`src/rtl/fp16_accumulator_ctrl.sv`:
```
// Sequencer that reduces a stream of fp16 elements into one sum per vector by
// driving an external fp16 adder through its start/clear/operand interface.
module fp16_accumulator_ctrl #(
  parameter int unsigned COUNT_WIDTH = 8
) (
  input  logic                   clk,
  input  logic                   reset_b,
  input  logic                   in_valid,
  output logic                   in_ready,
  input  logic [15:0]            in_data,
  input  logic                   in_last,
  output logic                   add_start,
  output logic [15:0]            add_a,
  output logic [15:0]            add_b,
  output logic                   add_clear,
  input  logic                   add_valid,
  input  logic [15:0]            add_result,
  output logic                   out_valid,
  input  logic                   out_ready,
  output logic [15:0]            out_data,
  output logic [COUNT_WIDTH-1:0] out_count,
  output logic                   busy
);

  typedef enum logic [1:0] {
    StAccept,
    StAddStart,
    StAddWait,
    StOutput
  } state_e;

  localparam logic [COUNT_WIDTH-1:0] CntMax = '1;
  localparam logic [COUNT_WIDTH-1:0] CntOne = COUNT_WIDTH'(1);

  state_e                 state_q, state_d;
  logic [15:0]            acc_q, acc_d;
  logic [15:0]            opnd_q, opnd_d;
  logic                   last_q, last_d;
  logic                   first_q, first_d;
  logic [COUNT_WIDTH-1:0] cnt_q, cnt_d;

  always_comb begin
    state_d   = state_q;
    acc_d     = acc_q;
    opnd_d    = opnd_q;
    last_d    = last_q;
    first_d   = first_q;
    cnt_d     = cnt_q;
    in_ready  = 1'b0;
    add_start = 1'b0;
    add_clear = 1'b0;
    out_valid = 1'b0;
    busy      = 1'b1;

    unique case (state_q)
      StAccept: begin
        in_ready = 1'b1;
        busy     = 1'b0;
        if (in_valid) begin
          if (first_q) begin
            cnt_d   = CntOne;
            // The first element seeds the accumulator; no addition needed.
            acc_d   = in_data;
            first_d = 1'b0;
            if (in_last) begin
              state_d = StOutput;
            end
          end else begin
            cnt_d   = (cnt_q == CntMax) ? cnt_q : cnt_q + CntOne;
            opnd_d  = in_data;
            last_d  = in_last;
            state_d = StAddStart;
          end
        end
      end
      StAddStart: begin
        add_start = 1'b1;
        state_d   = StAddWait;
      end
      StAddWait: begin
        if (add_valid) begin
          acc_d     = add_result;
          add_clear = 1'b1;
          state_d   = last_q ? StOutput : StAccept;
        end
      end
      StOutput: begin
        out_valid = 1'b1;
        if (out_ready) begin
          first_d = 1'b1;
          state_d = StAccept;
        end
      end
      default: state_d = StAccept;
    endcase
  end

  always_ff @(posedge clk) begin
    if (!reset_b) begin
      state_q <= StAccept;
      acc_q   <= '0;
      opnd_q  <= '0;
      last_q  <= 1'b0;
      first_q <= 1'b1;
      cnt_q   <= '0;
    end else begin
      state_q <= state_d;
      acc_q   <= acc_d;
      opnd_q  <= opnd_d;
      last_q  <= last_d;
      first_q <= first_d;
      cnt_q   <= cnt_d;
    end
  end

  assign add_a     = acc_q;
  assign add_b     = opnd_q;
  // Sum and count read as zero whenever no result is being offered.
  assign out_data  = out_valid ? acc_q : '0;
  assign out_count = out_valid ? cnt_q : '0;

endmodule
```
`config.mk`:
```
export PLATFORM = sky130hd
export DESIGN_NAME = fp16_accumulator_ctrl
export DESIGN_NICKNAME = d
export VERILOG_FILES = /design/src/rtl/fp16_accumulator_ctrl.sv
export SDC_FILE = /design/constraint.sdc
export NUM_CORES = 1
export LEC_CHECK = 0
export BUFFER_PORTS_ARGS = -buffer_cell sky130_fd_sc_hd__buf_2
export CAP_MARGIN = 20
export CORE_UTILIZATION = 50
export DETAILED_ROUTE_END_ITERATION = 7
export HOLD_SLACK_MARGIN = 0.15
export PLACE_DENSITY = 0.84
export SLEW_MARGIN = 40
export SYNTH_ARGS = -nofsm -noshare
export SYNTH_HDL_FRONTEND = slang
export SYNTH_SLANG_ARGS = --single-unit
```
`constraint.sdc`:
```
create_clock -name clk -period 2.75 [get_ports clk]
set_input_delay 0.1375 -clock clk [delete_from_list [all_inputs] [get_ports clk]]
set_output_delay 0.1375 -clock clk [all_outputs]
set_load 0.005 [all_outputs]
```
[Word-level counts from Yosys, hierarchy flattened]
Cells that the tools add are included.
Cells by class
  reductions and logical operators: 8
  equal/unequal tests: 10
  mux-type cells: 24
  add/subtract/negate cells: 1
  bitwise operators: 1
Operators with widths (number)
  2-to-1 mux 16 bit: 4
  case mux 16 bit (2 select lines): 1
  2-to-1 mux 8 bit: 3
  2-to-1 mux 2 bit: 6
  != test 2 bit, second input constant: 5
  AND reduction 3 bit: 3
  adder 8 x 1 -> 8 bit, second input constant: 1
  equality test 8 bit, second input constant: 1
  2-to-1 mux 1 bit: 8
  case mux 2 bit (4 select lines): 1
  AND reduction 4 bit: 2
  equality test 2 bit, second input constant: 2
  nonzero test 2 bit: 2
  != test 3 bit, second input constant: 1
  equality test 2 x 1 -> 1 bit, second input constant: 1
  logical NOT 2 bit: 1
  case mux 1 bit (2 select lines): 1
  NOT 1 bit: 1
Storage, ports and cells
  output and inout bits: 61
  input port bits: 38
  logic and storage cells: 50
  register bits after elaboration: 44

[Depth between registers and ports, before layout]
  depth after elaboration: 4
  gate-level depth with buffers: 6
  mapped depth without buffers: 5

[Least setup slack after synthesis]
No wires, ideal clock.
  kind: reg-to-reg
  from: reg state_q[1]
  to: reg opnd_q[5], in the netlist add_b[5]
  data arrival time: 1.282 ns
  setup time: 0.134 ns
  path slack: 1.334 ns
  data required time: 2.616 ns
  period minus slack after synthesis: 1.416 ns
  stages on the path, launching flop included: 7
  path buffers: 3
  cells stage by stage: dfxtp_1 buf_6 or4b_4 buf_6 buf_6 nand2_1 a21oi_1
Between the ends
  cells in the longest elaborated chain, start to end: 2
Ends and longest elaborated chain
  start: declaration: line 35  | state_e state_q, state_d;
  start signal: assignment: line 100  | state_q <= StAccept;
  start signal: assignment: line 107  | state_q <= state_d;
  logical NOT 2 bit: line 55  | unique case (state_q)
  AND reduction 3 bit (no source line)
  end signal: assignment: line 109  | opnd_q <= opnd_d;
  end: declaration: line 37  | logic [15:0] opnd_q, opnd_d;
No other way between the ends.
A chain may end at the register's enable or synchronous reset.

[Worst setup path in the final report]
  from: reg state_q[0]
  to: reg acc_q[4], in the netlist add_a[4]
Between the ends
  cells in the longest elaborated chain, start to end: 3
  elaborated cells on any way between the ends: 8
  those cells by class: eq/ne: 4; mux: 1; reduce/logical: 3
Ends and longest elaborated chain
  equality test 2 bit / logical NOT 2 bit (equally long branches): line 55
  != test 2 bit (no source line) / nonzero test 2 bit (equally long branches)
  AND reduction 4 bit (no source line)
  end signal: assignment: line 101  | acc_q <= '0;
  end signal: assignment: line 108  | acc_q <= acc_d;
  end: declaration: line 36  | logic [15:0] acc_q, acc_d;
Several ways; a longest one is shown, not always the timed one.

==> metrics.md <==
| Metric | Value |
|---|---|
| Status | completed |
| Starting DRT DRC Count | 186 |
| PortBufs | 98 |
| Max-Cap Viols | 0 |
| Post-synth top area cell | dfxtp_1 |
| Arr. time, crit path | 2.25 ns |
| Number of synthesized flops with an enable pin | 0 |
| Post-synthesis mux area share | 7.36% |
| Max VDD drop | 0.395 mV |
| First-pass GRT wire length | 9180 um |
| Yosys top cell area share | 40.5% |
| Cell count after synthesis | 258 |
| Worst-Skew Late Latency | 0.29 ns |
| Layout fillers | 315 |
| ANT cells | 0 |
| DR pass1 iterations | 4 |
| Synth cell types | 42 |
| Met3 usage | 7.50% |
| Top FF cell, synth | dfxtp_1 |
| Syn-to-layout area delta | 34.5% |
| Power per Cell Area | 567 nW/um2 |
| Root Driver | clkbuf_8 |
| Endpoints failing setup | 0 |
| M2 GR Usage | 43.3% |
| Starting density of the core | 53.2% |
| Row Count | 23 |
| Busiest grt layer | met2 |
| Vias in the first global route | 2016 |
| Startpoint Class | flop |
| Drt drc | 0 |
| TritonCTS clock tree | done |
| Sequential fraction of the synthesis area | 40.5% |
| Post-synth ARST share | 0% |
| Max-slew headroom | 53.5% |
| Slew Viols, Final | 0 |
| Post-synthesis compound-gate area fraction | 18.6% |
| Area share of xor/xnor cells in the synthesized design | 0% |
| Clock Sinks | 44 |
| Syn_nets | 297 |
| Placer congestion estimate | 0.861 |
| Wire per inst | 14.4 um |
| H-Tree Depth | 2 |
| Fin area | 2930 um2 |
| Measured slew at the worst slew-check pin | 0.697 ns |
| Post-DP HPWL | 4010 um |
| Hold Violations, Final | 0 |
| Yosys warns | 0 |
| Gr ovfl total | 0 |
| Placeable Area | 4090 um2 |
| Area occupied by multi-input gates | 1150 um2 |
| Routed Antenna Nets | 0 |
| Num CTS Buffers | 5 |
| Highest Clock Rate | 492 MHz |
| Die H | 68.0 um |
| Syn_area_per_cell | 8.43 um2 |
| I/O pin cnt | 99 |
| Largest net degree at the start of global routing | 30 |
| Largest family of logic cells by synthesized area | simple AND/OR/NAND/NOR gates |
| Clk slew on worst S/H paths | 0.08 ns |
| Register bit total from synthesis | 44 |
| RSZ-0062 raised after global routing | false |
| Crit share post-route | 73.9% |
| Crit Path Max Fanout | 23 |
| Layout cells sized above 1 | 33.7% |
| Critical path class | flop to flop |
| Grt met1 use | 32.3% |
| Leakage | 1.45 nW |
| Worst Skew | 0.00477 ns |
| All-Layer GR Usage | 26.3% |
| Post-place instance area | 2650 um2 |
| Post-CTS Setup Bufs | 0 |
| Total power draw | 1.66 mW |
| Setup TNS | 0 ns |
| Horiz. Die Dim | 68.0 um |
| Routed vias/inst | 5.41 |
| CP required | 2.96 ns |
| Antenna violations before repair | 0 |
| Via count | 2245 |
| Post-synthesis cell area | 2170 um2 |
| Simple-Gate Fraction of Synth Area | 25.7% |
| FF/Latch Area | 881 um2 |
| Final hold slack | 0.169 ns |
| Top post-synthesis cells by area | dfxtp_1, and3_1, mux2i_1, nand2_1, a21oi_1 |
| Hold Path Class | primary input to flop |
| Max clock buf depth | 2 |
| Adder-cell area share of the yosys netlist | 0.575% |
| CP endpoint kind | flop |
| Post-layout minimum cycle time | 2.03 ns |
| Final WL | 5980 um |
| Layout net count | 403 |
| Die ar. | 4620 um2 |
[cell usage in the layout, fill, tap and decap left out, types with 4 or more instances in the layout]
master	instances
buf_2	98
nand2_1	40
dlygate4sd3_1	19
a21oi_1	24
nor2_1	22
and3_1	27
nor3_1	4
a211oi_1	14
dfxtp_1	44
clkbuf_8	5
mux2i_1	16
buf_4	7
[stage by stage]
stage          worst slack, ns  utilization, %  std cells
3_3_place_gp             0.827            64.7        388
6_report                 0.717            71.6        415
3_5_place_dp             0.759            64.9        388
4_1_cts                  0.738            71.6        415
5_1_grt                  0.562            71.6        415
2_1_floorplan             1.33               -        258
[synthesized netlist by cell type (all sizes together) (2+ instances only)]
master and count:
a211oi 17, a21oi 25, a31o 2, a31oi 2, and3 27, buf 12
clkbuf 13, dfxtp 44, inv 3, mux2i 16, nand2 40, nand2b 2
nand3 3, nand3b 3, nand4 2, nor2 22, nor2b 3, nor3 4
o21ai 2
[repair_timing]
| action | 4_1_cts | 5_1_grt |
|---|---|---|
| hold buffers | 19 | 0 |
| hold endpoints to repair | 21 | 0 |
| gates resized for setup | 0 | 0 |
[critical path, stage by stage, from the launching register on]
cell and delay, ns:
dfxtp_1 0.53, buf_4 0.31, a21oi_2 0.46, buf_4 0.34, nor2_1 0.09, a211oi_2 0.21
[sequential cells by signal (all words and copies together), names as in the netlist]
signal,flops
add_a,16
add_b,16
cnt_q,8
first_q,1
last_q,1
state_q,2
[path summary, 6_finish.rpt]
kind                   start          to  slack [ns]  depth (start not counted)
hold / removal      in_valid  state_q[0]        0.17                          3
hold reg to reg    add_b[13]   add_b[13]        0.46                          2
setup / recovery  state_q[0]    add_a[4]        0.72                          5
setup reg to reg  state_q[0]    add_a[4]        0.72                          5
[cells by family after synthesis]
kind of cell | Yosys count
buffers and inverters | 28
DFF | 44
AOI/OAI and AO/OA | 59
and+or+nand+nor | 110
adders and majority gates | 1
muxes | 16
[power by group]
| part | internal (mW) | switching, mW | total [mW] |
|---|---|---|---|
| clock network | 0.182 | 0.220 | 0.401 |
| logic | 0.222 | 0.264 | 0.486 |
| registers | 0.709 | 0.0634 | 0.772 |
| total | 1.11 | 0.547 | 1.66 |
[metal layers]
layer  wire [um]  vias up
met5           0        -
met4          72        0
met3         417        8
met2        2950       79
met1        2530     1034
li1            -     1124
[final cells by class]
class	instances	share of cell area (%)
timing repair buffer	124	25.1
clock buffer	7	2.61
sequential	44	30.1
inverter	3	0.385
tap	50	2.14
clock inverter	1	0.299
multi-input combinational	186	39.4
Power figures use the tool's default switching activity.
